### src/rtl/accumulator_seq_control_if.sv
// rtl/accumulator_seq_control_if.sv - datapath handshake/strobe bundle for the accumulator sequencer
interface accumulator_seq_control_if #(
    parameter int OPC_BITS = 4,
    parameter int ALU_BITS = 2
);
    logic [OPC_BITS-1:0] i_opcode;
    logic                i_acc_zero;
    logic                i_mem_ready;
    logic                i_step_mode;
    logic                i_step;
    logic                o_ld_mar;
    logic                o_ld_mdr;
    logic                o_ld_ir;
    logic                o_ld_pc;
    logic                o_ld_acc;
    logic                o_mux_pc_ird;
    logic                o_mux_ir_p1;
    logic                o_mux_mdr_alur;
    logic [ALU_BITS-1:0] o_alu_ctrl;
    logic                o_mem_rd;
    logic                o_mem_wr;
    logic                o_halted;
    logic                o_fault;
    logic [3:0]          o_state;

    // Datapath/bench side: drives opcode and status, observes strobes
    modport master (
        output i_opcode, i_acc_zero, i_mem_ready, i_step_mode, i_step,
        input  o_ld_mar, o_ld_mdr, o_ld_ir, o_ld_pc, o_ld_acc,
               o_mux_pc_ird, o_mux_ir_p1, o_mux_mdr_alur, o_alu_ctrl,
               o_mem_rd, o_mem_wr, o_halted, o_fault, o_state
    );

    // Controller side
    modport slave (
        input  i_opcode, i_acc_zero, i_mem_ready, i_step_mode, i_step,
        output o_ld_mar, o_ld_mdr, o_ld_ir, o_ld_pc, o_ld_acc,
               o_mux_pc_ird, o_mux_ir_p1, o_mux_mdr_alur, o_alu_ctrl,
               o_mem_rd, o_mem_wr, o_halted, o_fault, o_state
    );
endinterface

### src/rtl/accumulator_seq_control.sv
// rtl/accumulator_seq_control.sv - multi-cycle control FSM for the accumulator CPU
module accumulator_seq_control #(
    parameter int OPC_BITS   = 4,
    parameter int ALU_BITS   = 2,
    parameter int WAIT_LIMIT = 15
) (
    input  logic                      i_clk,
    input  logic                      i_rst,
    accumulator_seq_control_if.slave  bus
);
    typedef enum logic [3:0] {
        S_FETCH_ADDR = 4'd0,
        S_FETCH_MEM  = 4'd1,
        S_DECODE     = 4'd2,
        S_DISPATCH   = 4'd3,
        S_OP_ADDR    = 4'd4,
        S_OP_MEM     = 4'd5,
        S_OP_ACC     = 4'd6,
        S_JUMP       = 4'd7,
        S_INC_PC     = 4'd8,
        S_PAUSE      = 4'd9,
        S_HALT       = 4'd10,
        S_FAULT      = 4'd11
    } state_t;

    localparam logic [OPC_BITS-1:0] OP_NOP = OPC_BITS'(0);
    localparam logic [OPC_BITS-1:0] OP_LDA = OPC_BITS'(1);
    localparam logic [OPC_BITS-1:0] OP_STA = OPC_BITS'(2);
    localparam logic [OPC_BITS-1:0] OP_ADD = OPC_BITS'(3);
    localparam logic [OPC_BITS-1:0] OP_SUB = OPC_BITS'(4);
    localparam logic [OPC_BITS-1:0] OP_JMP = OPC_BITS'(5);
    localparam logic [OPC_BITS-1:0] OP_JZ  = OPC_BITS'(6);
    localparam logic [OPC_BITS-1:0] OP_HLT = OPC_BITS'(7);

    // Counter only needs to reach WAIT_LIMIT; it saturates at all-ones so a
    // disabled limit (0) can wait forever without wrapping.
    localparam int              CNT_W = (WAIT_LIMIT < 2) ? 1 : $clog2(WAIT_LIMIT + 1);
    localparam logic [CNT_W-1:0] LIMIT = CNT_W'(WAIT_LIMIT);

    state_t              r_state;
    logic [CNT_W-1:0]    r_wait_cnt;
    logic [CNT_W-1:0]    w_wait_inc;
    logic                w_timeout;
    logic [OPC_BITS-1:0] w_opcode;
    logic                w_is_sta;

    assign w_opcode   = bus.i_opcode;
    assign w_is_sta   = (w_opcode == OP_STA);
    assign w_wait_inc = (r_wait_cnt == {CNT_W{1'b1}}) ? r_wait_cnt : r_wait_cnt + 1'b1;
    assign w_timeout  = (WAIT_LIMIT != 0) && (w_wait_inc == LIMIT);

    // State sequencing and memory wait counter
    always_ff @(posedge i_clk or posedge i_rst) begin
        if (i_rst) begin
            r_state    <= S_FETCH_ADDR;
            r_wait_cnt <= '0;
        end else begin
            case (r_state)
                S_FETCH_ADDR: begin
                    r_wait_cnt <= '0;
                    r_state    <= S_FETCH_MEM;
                end
                S_FETCH_MEM: begin
                    if (bus.i_mem_ready) begin
                        r_state <= S_DECODE;
                    end else begin
                        r_wait_cnt <= w_wait_inc;
                        if (w_timeout) r_state <= S_FAULT;
                    end
                end
                S_DECODE: r_state <= S_DISPATCH;
                S_DISPATCH: begin
                    case (w_opcode)
                        OP_NOP:  r_state <= S_INC_PC;
                        OP_HLT:  r_state <= S_HALT;
                        OP_JMP:  r_state <= S_JUMP;
                        OP_JZ:   r_state <= bus.i_acc_zero ? S_JUMP : S_INC_PC;
                        OP_LDA,
                        OP_STA,
                        OP_ADD,
                        OP_SUB:  r_state <= S_OP_ADDR;
                        default: r_state <= S_FAULT;
                    endcase
                end
                S_OP_ADDR: begin
                    r_wait_cnt <= '0;
                    r_state    <= S_OP_MEM;
                end
                S_OP_MEM: begin
                    if (bus.i_mem_ready) begin
                        r_state <= w_is_sta ? S_INC_PC : S_OP_ACC;
                    end else begin
                        r_wait_cnt <= w_wait_inc;
                        if (w_timeout) r_state <= S_FAULT;
                    end
                end
                S_OP_ACC: r_state <= S_INC_PC;
                S_JUMP:   r_state <= S_FETCH_ADDR;
                S_INC_PC: r_state <= bus.i_step_mode ? S_PAUSE : S_FETCH_ADDR;
                S_PAUSE: begin
                    if (bus.i_step || !bus.i_step_mode) r_state <= S_FETCH_ADDR;
                end
                S_HALT:   r_state <= S_HALT;
                S_FAULT:  r_state <= S_FAULT;
                default:  r_state <= S_FAULT;
            endcase
        end
    end

    logic                w_ld_mar;
    logic                w_ld_mdr;
    logic                w_ld_ir;
    logic                w_ld_pc;
    logic                w_ld_acc;
    logic                w_mux_pc_ird;
    logic                w_mux_ir_p1;
    logic                w_mux_mdr_alur;
    logic [ALU_BITS-1:0] w_alu_ctrl;
    logic                w_mem_rd;
    logic                w_mem_wr;
    logic                w_halted;
    logic                w_fault;
    logic [3:0]          w_state;

    // Moore strobe decode; ld_mdr qualifies on the ready cycle so MDR captures
    // exactly once, and everything is forced low while reset is held.
    always_comb begin
        w_ld_mar       = 1'b0;
        w_ld_mdr       = 1'b0;
        w_ld_ir        = 1'b0;
        w_ld_pc        = 1'b0;
        w_ld_acc       = 1'b0;
        w_mux_pc_ird   = 1'b0;
        w_mux_ir_p1    = 1'b0;
        w_mux_mdr_alur = 1'b0;
        w_alu_ctrl     = '0;
        w_mem_rd       = 1'b0;
        w_mem_wr       = 1'b0;
        w_halted       = 1'b0;
        w_fault        = 1'b0;
        w_state        = r_state;
        case (r_state)
            S_FETCH_ADDR: w_ld_mar = 1'b1;
            S_FETCH_MEM: begin
                w_mem_rd = 1'b1;
                w_ld_mdr = bus.i_mem_ready;
            end
            S_DECODE:  w_ld_ir = 1'b1;
            S_OP_ADDR: begin
                w_ld_mar     = 1'b1;
                w_mux_pc_ird = 1'b1;
            end
            S_OP_MEM: begin
                if (w_is_sta) begin
                    w_mem_wr = 1'b1;
                end else begin
                    w_mem_rd = 1'b1;
                    w_ld_mdr = bus.i_mem_ready;
                end
            end
            S_OP_ACC: begin
                w_ld_acc       = 1'b1;
                w_mux_mdr_alur = (w_opcode != OP_LDA);
                w_alu_ctrl     = (w_opcode == OP_SUB) ? ALU_BITS'(1) : ALU_BITS'(0);
            end
            S_JUMP: begin
                w_ld_pc     = 1'b1;
                w_mux_ir_p1 = 1'b1;
            end
            S_INC_PC: w_ld_pc = 1'b1;
            S_HALT:   w_halted = 1'b1;
            S_FAULT: begin
                w_halted = 1'b1;
                w_fault  = 1'b1;
            end
            default: ;
        endcase
        if (i_rst) begin
            w_ld_mar       = 1'b0;
            w_ld_mdr       = 1'b0;
            w_ld_ir        = 1'b0;
            w_ld_pc        = 1'b0;
            w_ld_acc       = 1'b0;
            w_mux_pc_ird   = 1'b0;
            w_mux_ir_p1    = 1'b0;
            w_mux_mdr_alur = 1'b0;
            w_alu_ctrl     = '0;
            w_mem_rd       = 1'b0;
            w_mem_wr       = 1'b0;
            w_halted       = 1'b0;
            w_fault        = 1'b0;
            w_state        = 4'd0;
        end
    end

    assign bus.o_ld_mar       = w_ld_mar;
    assign bus.o_ld_mdr       = w_ld_mdr;
    assign bus.o_ld_ir        = w_ld_ir;
    assign bus.o_ld_pc        = w_ld_pc;
    assign bus.o_ld_acc       = w_ld_acc;
    assign bus.o_mux_pc_ird   = w_mux_pc_ird;
    assign bus.o_mux_ir_p1    = w_mux_ir_p1;
    assign bus.o_mux_mdr_alur = w_mux_mdr_alur;
    assign bus.o_alu_ctrl     = w_alu_ctrl;
    assign bus.o_mem_rd       = w_mem_rd;
    assign bus.o_mem_wr       = w_mem_wr;
    assign bus.o_halted       = w_halted;
    assign bus.o_fault        = w_fault;
    assign bus.o_state        = w_state;
endmodule

### src/flat_wrapper.sv
// flat-port wrapper written by rule: the top's interface ports become plain ports
module accumulator_seq_control_flat 
#(
    parameter int OPC_BITS   = 4,
    parameter int ALU_BITS   = 2,
    parameter int WAIT_LIMIT = 15
)
  (i_clk, i_rst, bus_i_opcode, bus_i_acc_zero, bus_i_mem_ready, bus_i_step_mode, bus_i_step, bus_o_ld_mar, bus_o_ld_mdr, bus_o_ld_ir, bus_o_ld_pc, bus_o_ld_acc, bus_o_mux_pc_ird, bus_o_mux_ir_p1, bus_o_mux_mdr_alur, bus_o_alu_ctrl, bus_o_mem_rd, bus_o_mem_wr, bus_o_halted, bus_o_fault, bus_o_state);
  accumulator_seq_control_if #(.OPC_BITS(OPC_BITS), .ALU_BITS(ALU_BITS)) bus_i ();
  input  logic i_clk;
  input  logic i_rst;
  input wire logic [$bits(bus_i.i_opcode)-1:0] bus_i_opcode;
  input wire logic [$bits(bus_i.i_acc_zero)-1:0] bus_i_acc_zero;
  input wire logic [$bits(bus_i.i_mem_ready)-1:0] bus_i_mem_ready;
  input wire logic [$bits(bus_i.i_step_mode)-1:0] bus_i_step_mode;
  input wire logic [$bits(bus_i.i_step)-1:0] bus_i_step;
  output wire logic [$bits(bus_i.o_ld_mar)-1:0] bus_o_ld_mar;
  output wire logic [$bits(bus_i.o_ld_mdr)-1:0] bus_o_ld_mdr;
  output wire logic [$bits(bus_i.o_ld_ir)-1:0] bus_o_ld_ir;
  output wire logic [$bits(bus_i.o_ld_pc)-1:0] bus_o_ld_pc;
  output wire logic [$bits(bus_i.o_ld_acc)-1:0] bus_o_ld_acc;
  output wire logic [$bits(bus_i.o_mux_pc_ird)-1:0] bus_o_mux_pc_ird;
  output wire logic [$bits(bus_i.o_mux_ir_p1)-1:0] bus_o_mux_ir_p1;
  output wire logic [$bits(bus_i.o_mux_mdr_alur)-1:0] bus_o_mux_mdr_alur;
  output wire logic [$bits(bus_i.o_alu_ctrl)-1:0] bus_o_alu_ctrl;
  output wire logic [$bits(bus_i.o_mem_rd)-1:0] bus_o_mem_rd;
  output wire logic [$bits(bus_i.o_mem_wr)-1:0] bus_o_mem_wr;
  output wire logic [$bits(bus_i.o_halted)-1:0] bus_o_halted;
  output wire logic [$bits(bus_i.o_fault)-1:0] bus_o_fault;
  output wire logic [$bits(bus_i.o_state)-1:0] bus_o_state;
  assign bus_i.i_opcode = bus_i_opcode;
  assign bus_i.i_acc_zero = bus_i_acc_zero;
  assign bus_i.i_mem_ready = bus_i_mem_ready;
  assign bus_i.i_step_mode = bus_i_step_mode;
  assign bus_i.i_step = bus_i_step;
  assign bus_o_ld_mar = bus_i.o_ld_mar;
  assign bus_o_ld_mdr = bus_i.o_ld_mdr;
  assign bus_o_ld_ir = bus_i.o_ld_ir;
  assign bus_o_ld_pc = bus_i.o_ld_pc;
  assign bus_o_ld_acc = bus_i.o_ld_acc;
  assign bus_o_mux_pc_ird = bus_i.o_mux_pc_ird;
  assign bus_o_mux_ir_p1 = bus_i.o_mux_ir_p1;
  assign bus_o_mux_mdr_alur = bus_i.o_mux_mdr_alur;
  assign bus_o_alu_ctrl = bus_i.o_alu_ctrl;
  assign bus_o_mem_rd = bus_i.o_mem_rd;
  assign bus_o_mem_wr = bus_i.o_mem_wr;
  assign bus_o_halted = bus_i.o_halted;
  assign bus_o_fault = bus_i.o_fault;
  assign bus_o_state = bus_i.o_state;
  accumulator_seq_control #(.OPC_BITS(OPC_BITS), .ALU_BITS(ALU_BITS), .WAIT_LIMIT(WAIT_LIMIT)) u_core (.i_clk(i_clk), .i_rst(i_rst), .bus(bus_i));
endmodule
### config.mk
export PLATFORM = sky130hd
export DESIGN_NAME = accumulator_seq_control_flat
export DESIGN_NICKNAME = d
export VERILOG_FILES = /design/src/rtl/accumulator_seq_control_if.sv /design/src/rtl/accumulator_seq_control.sv /design/src/flat_wrapper.sv
export SDC_FILE = /design/constraint.sdc
export NUM_CORES = 1
export LEC_CHECK = 0
export ABC_AREA = 1
export CAP_MARGIN = 20
export CORE_AREA = 8 8 55 57
export CTS_CLUSTER_DIAMETER = 40
export DETAILED_ROUTE_END_ITERATION = 6
export DIE_AREA = 0 0 63 65
export GPL_ROUTABILITY_DRIVEN = 0
export HOLD_SLACK_MARGIN = 0.02
export PLACE_DENSITY_LB_ADDON = 0.25
export SLEW_MARGIN = 10
export SYNTH_ARGS = -nofsm -noshare
export SYNTH_HDL_FRONTEND = slang
export SYNTH_SLANG_ARGS = --single-unit
### constraint.sdc
create_clock -name i_clk -period 1.3 [get_ports i_clk]
set_input_delay 0.195 -clock i_clk [delete_from_list [all_inputs] [get_ports i_clk]]
set_output_delay 0.195 -clock i_clk [all_outputs]
set_load 0.1 [all_outputs]
==> flow_metrics.tcl, run 1 <==
set metrics [dict create \
    status "stopped before the end" \
    stop_stage "5_1_grt" \
    stop_error "[ERROR DPL-0033] detailed placement checks failed during check placement." \
    place_area_sq_um 1690 \
    htreeDepth 1 \
    ios 28 \
    ys_top_cells_by_area "dfrtp_1 (25%), nand2_1 (16%), nor2_1 (11%), inv_1 (8.8%), nand3_1 (6.8%)" \
    dp_hpwl_microns 2700 \
    cts_root_buf "clkbuf_4" \
    synth_fp_nets 150 \
    clockBufferDepth 2 \
    yosys.area_share.adder 0.0154 \
    die_w_microns 63 \
    ys_seq_area_frac 0.246 \
    worst_endpoint_kind "primary output" \
    syn_inst 139 \
    clkSinkCount 8 \
    synth_area_leader_cell "dfrtp_1" \
    place_ws_ps -589 \
    yosysWarnings 0 \
    hold_buffers 0 \
    yosys.area_share.simple 0.479 \
    synth_top_family_by_area "simple AND/OR/NAND/NOR gates" \
    numCtsBuffers 3 \
    grt-worst-endpoint "bus_o_ld_mdr" \
    synth.top_cell.area_share 0.246 \
    die_h_microns 65 \
    synth_compound_area_frac 0.112 \
    synth-xor-area-share 0 \
    start_util 0.379 \
    syn_area_sq_um 815 \
    avgSynthCellArea_sq_um 5.86 \
    grt_max_degree 10 \
    synth-seq-cells 8 \
    rows 17 \
    yosysUniqueCellTypes 26 \
    place_inst 230 \
    io_buffers 26 \
    synthMuxAreaShare 0 \
    antenna_found_initial 0 \
]
[synth_stat cells (all sizes together)]
cell type,n
a31o,1
o21ai,3
nand2,36
ha,1
nand3b,1
clkbuf,1
nor2,31
nand4,3
o211ai,2
o22ai,4
inv,26
a31oi,1
nor3,3
o31a,1
dfrtp,8
buf,2
o21a,1
a21oi,1
conb,1
nand3,12
[timing repair]
item | in CTS
pin swaps | 16
endpoints found under the setup margin | 25
gates resized for setup | 54
setup buffers | 12
[kinds of logic after synthesis]
kind of cell / Yosys count
AO/OA/AOI/OAI: 14
adder cells (fa/ha/maj): 1
flip-flops: 8
buffers and inverters: 29
AND/OR/NAND/NOR: 86
other: 1
[stage by stage]
stage	setup TNS (ps)	hold WS, ps
floorplan	-7880	65.2
global placement	-4450	624
detailed placement	-5260	654
CTS	-5130	298
==> run 2, diff against run 1 <==
--- a/config.mk
+++ b/config.mk
@@ -7,13 +7,11 @@
 export LEC_CHECK = 0
 export ABC_AREA = 1
 export CAP_MARGIN = 20
-export CORE_AREA = 8 8 55 57
-export CTS_CLUSTER_DIAMETER = 40
+export CORE_AREA = 8 8 69 71
 export DETAILED_ROUTE_END_ITERATION = 6
-export DIE_AREA = 0 0 63 65
+export DIE_AREA = 0 0 77 79
 export GPL_ROUTABILITY_DRIVEN = 0
-export HOLD_SLACK_MARGIN = 0.02
-export PLACE_DENSITY_LB_ADDON = 0.25
+export PLACE_DENSITY_LB_ADDON = 0.15
 export SLEW_MARGIN = 10
 export SYNTH_ARGS = -nofsm -noshare
 export SYNTH_HDL_FRONTEND = slang
==> constraint.sdc (replaced) <==
create_clock -name i_clk -period 1.7 [get_ports i_clk]
set_input_delay 0.255 -clock i_clk [delete_from_list [all_inputs] [get_ports i_clk]]
set_output_delay 0.255 -clock i_clk [all_outputs]
set_load 0.1 [all_outputs]
==> flow_metrics.tcl, run 2 <==
set metrics [dict create \
    status "complete, but fails checks" \
    violations "negative setup slack" \
    ios 28 \
    dp_hpwl_microns 2290 \
    synth_common_cells "nand2_1 (34), nor2_1 (24), inv_1 (19)" \
    worst_slack_ps -4.51 \
    rsz0062_at_grt "yes" \
    finalSetupViolCount 1 \
    die_w_microns 77 \
    synth_area_leader_cell "dfrtp_1" \
    synth_ff_type "dfrtp_1" \
    synth-seq-cells 8 \
    yosysWarnings 0 \
    grt_pass1_vias 1045 \
    grt_pass1_wl_microns 4550 \
    start_util 0.214 \
    place_inst 227 \
    period_needed_ps 1700 \
    ys_top_cells_by_area "dfrtp_1 (25%), nand2_1 (16%), nor2_1 (11%), inv_1 (8.8%), nand3_1 (6.8%)" \
    wl_per_cell_microns 11.4 \
    cp.required_ps 1440 \
    path_clk_slew_ps 40 \
    postLayoutCoreUtil 0.426 \
    arrival_ps 1450 \
    min_path_type "input port to asynchronous set/reset pin" \
    core_sq_um 3800 \
    htreeDepth 1 \
    place_ws_ps -159 \
    yosysUniqueCellTypes 26 \
    synth.top_cell.area_share 0.246 \
    critical_path_class "flop to output port" \
    wl_microns 2730 \
    async_flop_share 1.00 \
    die-area_sq_um 6080 \
    final_layout_size_suffix_gt1_frac 0.423 \
    drt-initial-drc-count 27 \
    power_density_nw_per_um2 356 \
    start_kind "flop" \
    grtUsageTotal 0.0888 \
    antennaDiodeCount 0 \
    clockBufferDepth 2 \
    grt_max_degree 11 \
    ys_seq_area_frac 0.246 \
    syn2layout_area_growth_pct 98.6 \
    layout_common_cells "nand2_1 (32), buf_4 (23), inv_1 (18), buf_12 (18), nor2_1 (16)" \
    rows 23 \
    vias 1029 \
    io_buffers 26 \
    crit_fanout 4 \
    numCtsBuffers 3 \
    final-hold-violation-count 0 \
    syn_area_sq_um 815 \
    n_fill_cell 416 \
    hold_buffers 0 \
    cts_tree "built" \
    peakVddDrop_uv 178 \
    syn_inst 139 \
    finalMaxSlewViolations 0 \
    max_freq_mhz 587 \
    final_common_cell "nand2_1" \
    synth_fp_nets 150 \
    final_antenna_net_count 0 \
    clkSinkCount 8 \
    clk_latency_ps 220 \
    leakage_nw 0.774 \
    synth_most_common_cell "nand2_1" \
    dr.pass1.iters 4 \
    synth_enable_flop_cells 0 \
    viasPerCell 4.31 \
    fin_cells 239 \
    end_kind "output port" \
    max_cap_violations 0 \
    fin_skew_ps 0.322 \
    nets 202 \
    fin_tns_setup_ps -4.51 \
    avgSynthCellArea_sq_um 5.86 \
    cts_root_buf "clkbuf_8" \
    worst_hold_slack_ps 456 \
    fin_crit_sh 1.00 \
    route.detailed.drc 0 \
    die_h_microns 79 \
    antenna_found_initial 0 \
    gr-total-overflow 0 \
    largestRegisters "u_core.r_state: 4 flops, u_core.r_wait_cnt: 4 flops" \
]
## run 2: cell counts after synthesis
No cell type changed its count.
## run 2: critical path: stages, from the launching register on
cell and delay [ps]:
dfrtp_1 400, buf_4 150, nor2_2 200, nand2_1 140, nor2_2 150, buf_12 190
## run 2: per-layer routing
metal / routed length [microns] / GRT usage / vias up / part of all wire
met2: 1560 / 0.182 / 12 / 0.57
met1: 1100 / 0.0901 / 480 / 0.40
met3: 69 / 0.0147 / 0 / 0.025
li1: - / - / 537 / -
met4: 0 / 0.0226 / 0 / 0
met5: 0 / 0 / - / 0
## run 2: metrics by stage
stage / power (mW) / cell area (sq um)
final: 0.576 / 1620
after global routing: 0.600 / 1620
after CTS: 0.578 / 1530
after detailed placement: 0.355 / 1470
after global placement: 0.355 / 1470
after floorplan: 0.280 / 880
## run 2: final cells by class
cell class	count	area (sq um)	share of cell area
Timing Repair Buffer	50	618	0.382
Multi-Input combinational cell	102	589	0.364
Sequential cell	8	204	0.126
Inverter	26	103	0.0634
Tap cell	50	62.6	0.0387
Clock buffer	3	41.3	0.0255
## run 2: what timing repair did
| action | in CTS | in global routing |
|---|---|---|
| pin swaps | 5 | 2 |
| setup endpoints to repair | 8 | 7 |
| buffers inserted | 3 | 6 |
| resized for setup | 9 | 8 |
## run 2: logic make-up after synthesis
| logic type | count (synthesis) | synth area share |
|---|---|---|
| flip-flops | 8 | 0.246 |
| AO/OA/AOI/OAI | 14 | 0.112 |
| buffers and inverters | 29 | 0.143 |
| other | 1 | 0.00460 |
| adder cells (fa/ha/maj) | 1 | 0.0154 |
| AND/OR/NAND/NOR | 86 | 0.479 |
## run 2: path summary, 6_finish.rpt
check | start | endpoint | slack (ps) | cells after the start
min in group i_clk | u_core.r_wait_cnt[1]$_DFFE_PP0P_ | u_core.r_wait_cnt[1]$_DFFE_PP0P_ | 620 | 2
setup reg to reg | u_core.r_wait_cnt[0]$_DFFE_PP0P_ | u_core.r_state[2]$_DFFE_PP0P_ | 180 | 10
hold reg to reg | u_core.r_wait_cnt[1]$_DFFE_PP0P_ | u_core.r_wait_cnt[1]$_DFFE_PP0P_ | 620 | 2
max in group asynchronous | i_rst | u_core.r_state[2]$_DFFE_PP0P_ | 1100 | 3
setup / recovery | u_core.r_state[0]$_DFFE_PP0P_ | bus_o_mux_pc_ird | -5 | 5
hold / removal | i_rst | u_core.r_state[0]$_DFFE_PP0P_ | 460 | 3
## run 2: power by group
part | switching (mW) | internal, mW | total [mW]
logic | 0.0991 | 0.0633 | 0.162
clock network | 0.0692 | 0.153 | 0.222
registers | 0 | 0.191 | 0.191
Note: power is estimated with default switching activity, not from simulation.
==> run 3, diff against run 2 <==
--- a/config.mk
+++ b/config.mk
@@ -12,6 +12,7 @@
 export DIE_AREA = 0 0 77 79
 export GPL_ROUTABILITY_DRIVEN = 0
 export PLACE_DENSITY_LB_ADDON = 0.15
+export SETUP_SLACK_MARGIN = 0.1
 export SLEW_MARGIN = 10
 export SYNTH_ARGS = -nofsm -noshare
 export SYNTH_HDL_FRONTEND = slang
==> flow_metrics.tcl, run 3 (synthesis results as in run 2) <==
set metrics [dict create \
    fin_crit_sh 0.990 \
    route.detailed.drc 0 \
    rows 23 \
    viasPerCell 4.31 \
    io_buffers 26 \
    fin_skew_ps 0.299 \
    start_util 0.214 \
    drt-initial-drc-count 23 \
    end_kind "output port" \
    grt_max_degree 11 \
    layout_common_cells "nand2_1 (31), buf_4 (25), buf_12 (18)" \
    die_w_microns 77 \
    ff_latch_area_sq_um 204 \
    finalSetupViolCount 0 \
    place_ws_ps -307 \
    vias 1061 \
    max_cap_violations 0 \
    rsz0062_at_grt "yes" \
    status "complete, no violations" \
    dp_hpwl_microns 2340 \
    antenna_found_initial 0 \
    hold_buffers 0 \
    grt_pass1_vias 1111 \
    nets 209 \
    crit_fanout 3 \
    ios 28 \
    clkSinkCount 8 \
    cp.required_ps 1440 \
    grt_pass1_wl_microns 4890 \
    core_sq_um 3800 \
    fin_tns_setup_ps 0 \
    finalMaxSlewViolations 0 \
    leakage_nw 0.808 \
    period_needed_ps 1680 \
    power_density_nw_per_um2 333 \
    wl_microns 2840 \
    arrival_ps 1430 \
    min_path_type "input port to asynchronous set/reset pin" \
    die_h_microns 79 \
    gr-total-overflow 0 \
    start_kind "flop" \
    max_freq_mhz 594 \
    path_clk_slew_ps 40 \
    htreeDepth 1 \
    largestRegisters "u_core.r_state: 4 flops, u_core.r_wait_cnt: 4 flops" \
    antennaDiodeCount 0 \
    grtUsageTotal 0.0960 \
    dr.pass1.iters 4 \
    multi_input_area_sq_um 677 \
    final_antenna_net_count 0 \
    final_layout_size_suffix_gt1_frac 0.505 \
    worst_slack_ps 16.7 \
    cts_root_buf "clkbuf_8" \
    syn2layout_area_growth_pct 118 \
    clk_latency_ps 220 \
    critical_path_class "flop to output port" \
    peakVddDrop_uv 165 \
    die-area_sq_um 6080 \
    clockBufferDepth 2 \
    final-hold-violation-count 0 \
    n_fill_cell 380 \
    numCtsBuffers 3 \
    cts_tree "built" \
    final_common_cell "nand2_1" \
    wl_per_cell_microns 11.5 \
]
## run 3: where the power goes
part | switching, mW | leakage, nW | internal [mW]
Sequential | 0 | 0.0938 | 0.191
Clock | 0.0694 | 0.0216 | 0.153
Combinational | 0.107 | 0.693 | 0.0698
Total | 0.176 | 0.808 | 0.414
## run 3: worst paths after layout
kind | end | slack (ps) | startpoint | cells after the start
max | bus_o_ld_pc | 20 | u_core.r_state[0]$_DFFE_PP0P_ | 5
min reg2reg | u_core.r_state[1]$_DFFE_PP0P_ | 640 | u_core.r_state[2]$_DFFE_PP0P_ | 3
max reg2reg | u_core.r_state[2]$_DFFE_PP0P_ | 260 | u_core.r_wait_cnt[0]$_DFFE_PP0P_ | 10
min | u_core.r_state[0]$_DFFE_PP0P_ | 290 | i_rst | 4
min in group i_clk | u_core.r_state[1]$_DFFE_PP0P_ | 620 | bus_i_opcode[3] | 6
max in group asynchronous | u_core.r_state[2]$_DFFE_PP0P_ | 1270 | i_rst | 4
## run 3: timing repair
item	4_1_cts	5_1_grt
setup buffers	13	2
endpoints found under the setup margin	12	14
pin swaps	10	6
gates cloned	0	0
gates resized for setup	19	8
## run 3: cell type report
cell class	count	area share
clock buffer	3	0.0233
inverter	26	0.0600
multi-input combinational	102	0.382
sequential	8	0.115
tap	50	0.0353
timing repair buffer	57	0.384
## run 3: through the flow
| step | cell area, sq um | util | cells | total power, mW | hold WS, ps |
|---|---|---|---|---|---|
| after floorplan | 967 | - | 139 | 0.292 | 125 |
| after CTS | 1740 | 0.459 | 244 | 0.599 | 302 |
| after detailed placement | 1560 | 0.411 | 228 | 0.370 | 604 |
| after global routing | 1770 | 0.466 | 246 | 0.615 | 317 |
| after global placement | 1560 | 0.411 | 228 | 0.369 | 598 |
| final | 1770 | 0.466 | 246 | 0.591 | 293 |
## run 3: metal layers
layer | share of wire | track usage | routed length, microns | vias to the layer above
met3 | 0.030 | 0.0203 | 86 | 2
li1 | - | - | - | 554
met2 | 0.56 | 0.181 | 1580 | 17
met5 | 0 | 0 | 0 | -
met1 | 0.41 | 0.104 | 1150 | 488
met4 | 0.0074 | 0.0340 | 21 | 0
## run 3: worst max-delay path, stage by stage, from the launching register on
cell,delay [ps]
dfrtp_1,380
buf_4,140
nor2_1,190
buf_4,160
a31o_4,160
buf_12,170
==> run 4, diff against run 3 <==
--- a/config.mk
+++ b/config.mk
@@ -10,6 +10,7 @@
 export CORE_AREA = 8 8 69 71
 export DETAILED_ROUTE_END_ITERATION = 6
 export DIE_AREA = 0 0 77 79
+export DONT_BUFFER_PORTS = 1
 export GPL_ROUTABILITY_DRIVEN = 0
 export PLACE_DENSITY_LB_ADDON = 0.15
 export SETUP_SLACK_MARGIN = 0.1
==> flow_metrics.tcl, run 4 (synthesis results as in run 2) <==
set metrics [dict create \
    cts_tree "built" \
    die_h_microns 79 \
    fin_tns_setup_ps -36.3 \
    wl_per_cell_microns 11.8 \
    ios 28 \
    finalSetupViolCount 3 \
    vias 920 \
    die_w_microns 77 \
    antenna_found_initial 0 \
    power_frac_comb 0.213 \
    worst_slack_ps -21.8 \
    rows 23 \
    start_kind "flop" \
    grt_pass1_wl_microns 4420 \
    p_seq_frac 0.363 \
    clk_latency_ps 220 \
    final-hold-violation-count 0 \
    leakage_nw 0.643 \
    numCtsBuffers 3 \
    wl_microns 2570 \
    peakVddDrop_uv 137 \
    grt_max_degree 12 \
    min_path_type "input port to asynchronous set/reset pin" \
    start_util 0.214 \
    max_cap_violations 0 \
    status "complete, but fails checks" \
    period_needed_ps 1720 \
    clkSinkCount 8 \
    violations "negative setup slack" \
    dp_hpwl_microns 2140 \
    final_layout_size_suffix_gt1_frac 0.461 \
    viasPerCell 4.24 \
    crit_family "buffers and inverters" \
    die-area_sq_um 6080 \
    cts_root_buf "clkbuf_8" \
    final_common_cell "nand2_1" \
    clockPowerShare 0.424 \
    p_int_mw 0.375 \
    syn2layout_area_growth_pct 79.1 \
    antennaDiodeCount 0 \
    arrival_ps 1470 \
    hold_buffers 0 \
    multi_input_area_sq_um 687 \
    place_area_sq_um 1290 \
    gr-total-overflow 0 \
    drt-initial-drc-count 38 \
    htreeDepth 1 \
    n_fill_cell 409 \
    grt_pass1_vias 976 \
    slowest_delay_ps 430 \
    cpMaxStageDelayCell "dfrtp_2" \
    finalMaxSlewViolations 0 \
    dr.pass1.iters 4 \
    clockBufferDepth 2 \
    ff_latch_area_sq_um 203 \
    end_kind "output port" \
    path_clk_slew_ps 40 \
    cp.required_ps 1440 \
    critical_path_class "flop to output port" \
    path_cells "inv_4, nand2_2, inv_2, o211ai_1, clkinvlp_4, buf_12" \
    fin_skew_ps 1.18 \
    io_buffers 0 \
    rsz0062_at_grt "yes" \
    core_sq_um 3800 \
    design_area_sq_um 1460 \
    route.detailed.drc 0 \
    crit_fanout 4 \
    p_switching_mw 0.152 \
    crit_buf_inv 4 \
    layout_common_cells "nand2_1 (30), nor2_4 (16), inv_1 (16)" \
    grtUsageTotal 0.0878 \
    fin_crit_sh 1.01 \
    power_density_nw_per_um2 361 \
    max_freq_mhz 581 \
    largestRegisters "u_core.r_state: 4 flops, u_core.r_wait_cnt: 4 flops" \
    final_antenna_net_count 0 \
    nets 180 \
    switching_share 0.289 \
]
run 4: stage by stage:
| stage | hold slack, ps | utilization | power [mW] | std cells | setup WS, ps |
|---|---|---|---|---|---|
| global placement | 318 | 0.339 | 0.306 | 206 | 57.4 |
| floorplan | 125 | - | 0.292 | 139 | -367 |
| finish | 76.7 | 0.384 | 0.527 | 217 | -21.8 |
| CTS | 72.8 | 0.370 | 0.537 | 215 | -20.8 |
| detailed placement | 310 | 0.339 | 0.307 | 206 | 36.7 |
| global route | 80.2 | 0.384 | 0.561 | 217 | -106 |
run 4: routing by layer:
layer	GRT usage	share of wire	vias up
met4	0.0377	0.011	0
met3	0.0181	0.039	2
li1	-	-	496
met1	0.0965	0.43	405
met2	0.161	0.52	17
met5	0	0	-
run 4: what timing repair did:
action                                  CTS  global route
buffers inserted                          6             2
pin swaps                                 4             2
gates resized for setup                  11             9
endpoints found under the setup margin   12            15
run 4: path summary, 6_finish.rpt:
| kind | start | endpoint | slack, ps | cells after the start |
|---|---|---|---|---|
| setup reg to reg | u_core.r_wait_cnt[0]$_DFFE_PP0P_ | u_core.r_state[2]$_DFFE_PP0P_ | 270 | 10 |
| hold reg to reg | u_core.r_wait_cnt[1]$_DFFE_PP0P_ | u_core.r_wait_cnt[1]$_DFFE_PP0P_ | 650 | 2 |
| min in group i_clk | bus_i_mem_ready | u_core.r_state[1]$_DFFE_PP0P_ | 230 | 3 |
| setup / recovery | u_core.r_state[3]$_DFFE_PP0P_ | bus_o_mem_rd | -20 | 6 |
| hold / removal | i_rst | u_core.r_state[2]$_DFFE_PP0P_ | 80 | 2 |
| max in group asynchronous | i_rst | u_core.r_state[1]$_DFFE_PP0P_ | 1480 | 2 |
run 4: power groups by stage:
stage                     Combinational [mW]  Clock (mW)  Sequential [mW]
final                                  0.112       0.223            0.191
after global routing                   0.118       0.252            0.191
after CTS                              0.113       0.232            0.191
after detailed placement               0.113           0            0.194
after global placement                 0.112           0            0.194
after floorplan                       0.0983           0            0.194
run 4: area by class of cell:
| cell class | instances | share of cell area |
|---|---|---|
| Tap cell | 50 | 0.0429 |
| Inverter | 26 | 0.0729 |
| Clock buffer | 3 | 0.0283 |
| Timing Repair Buffer | 28 | 0.246 |
| Sequential cell | 8 | 0.139 |
| Multi-Input combinational cell | 102 | 0.471 |
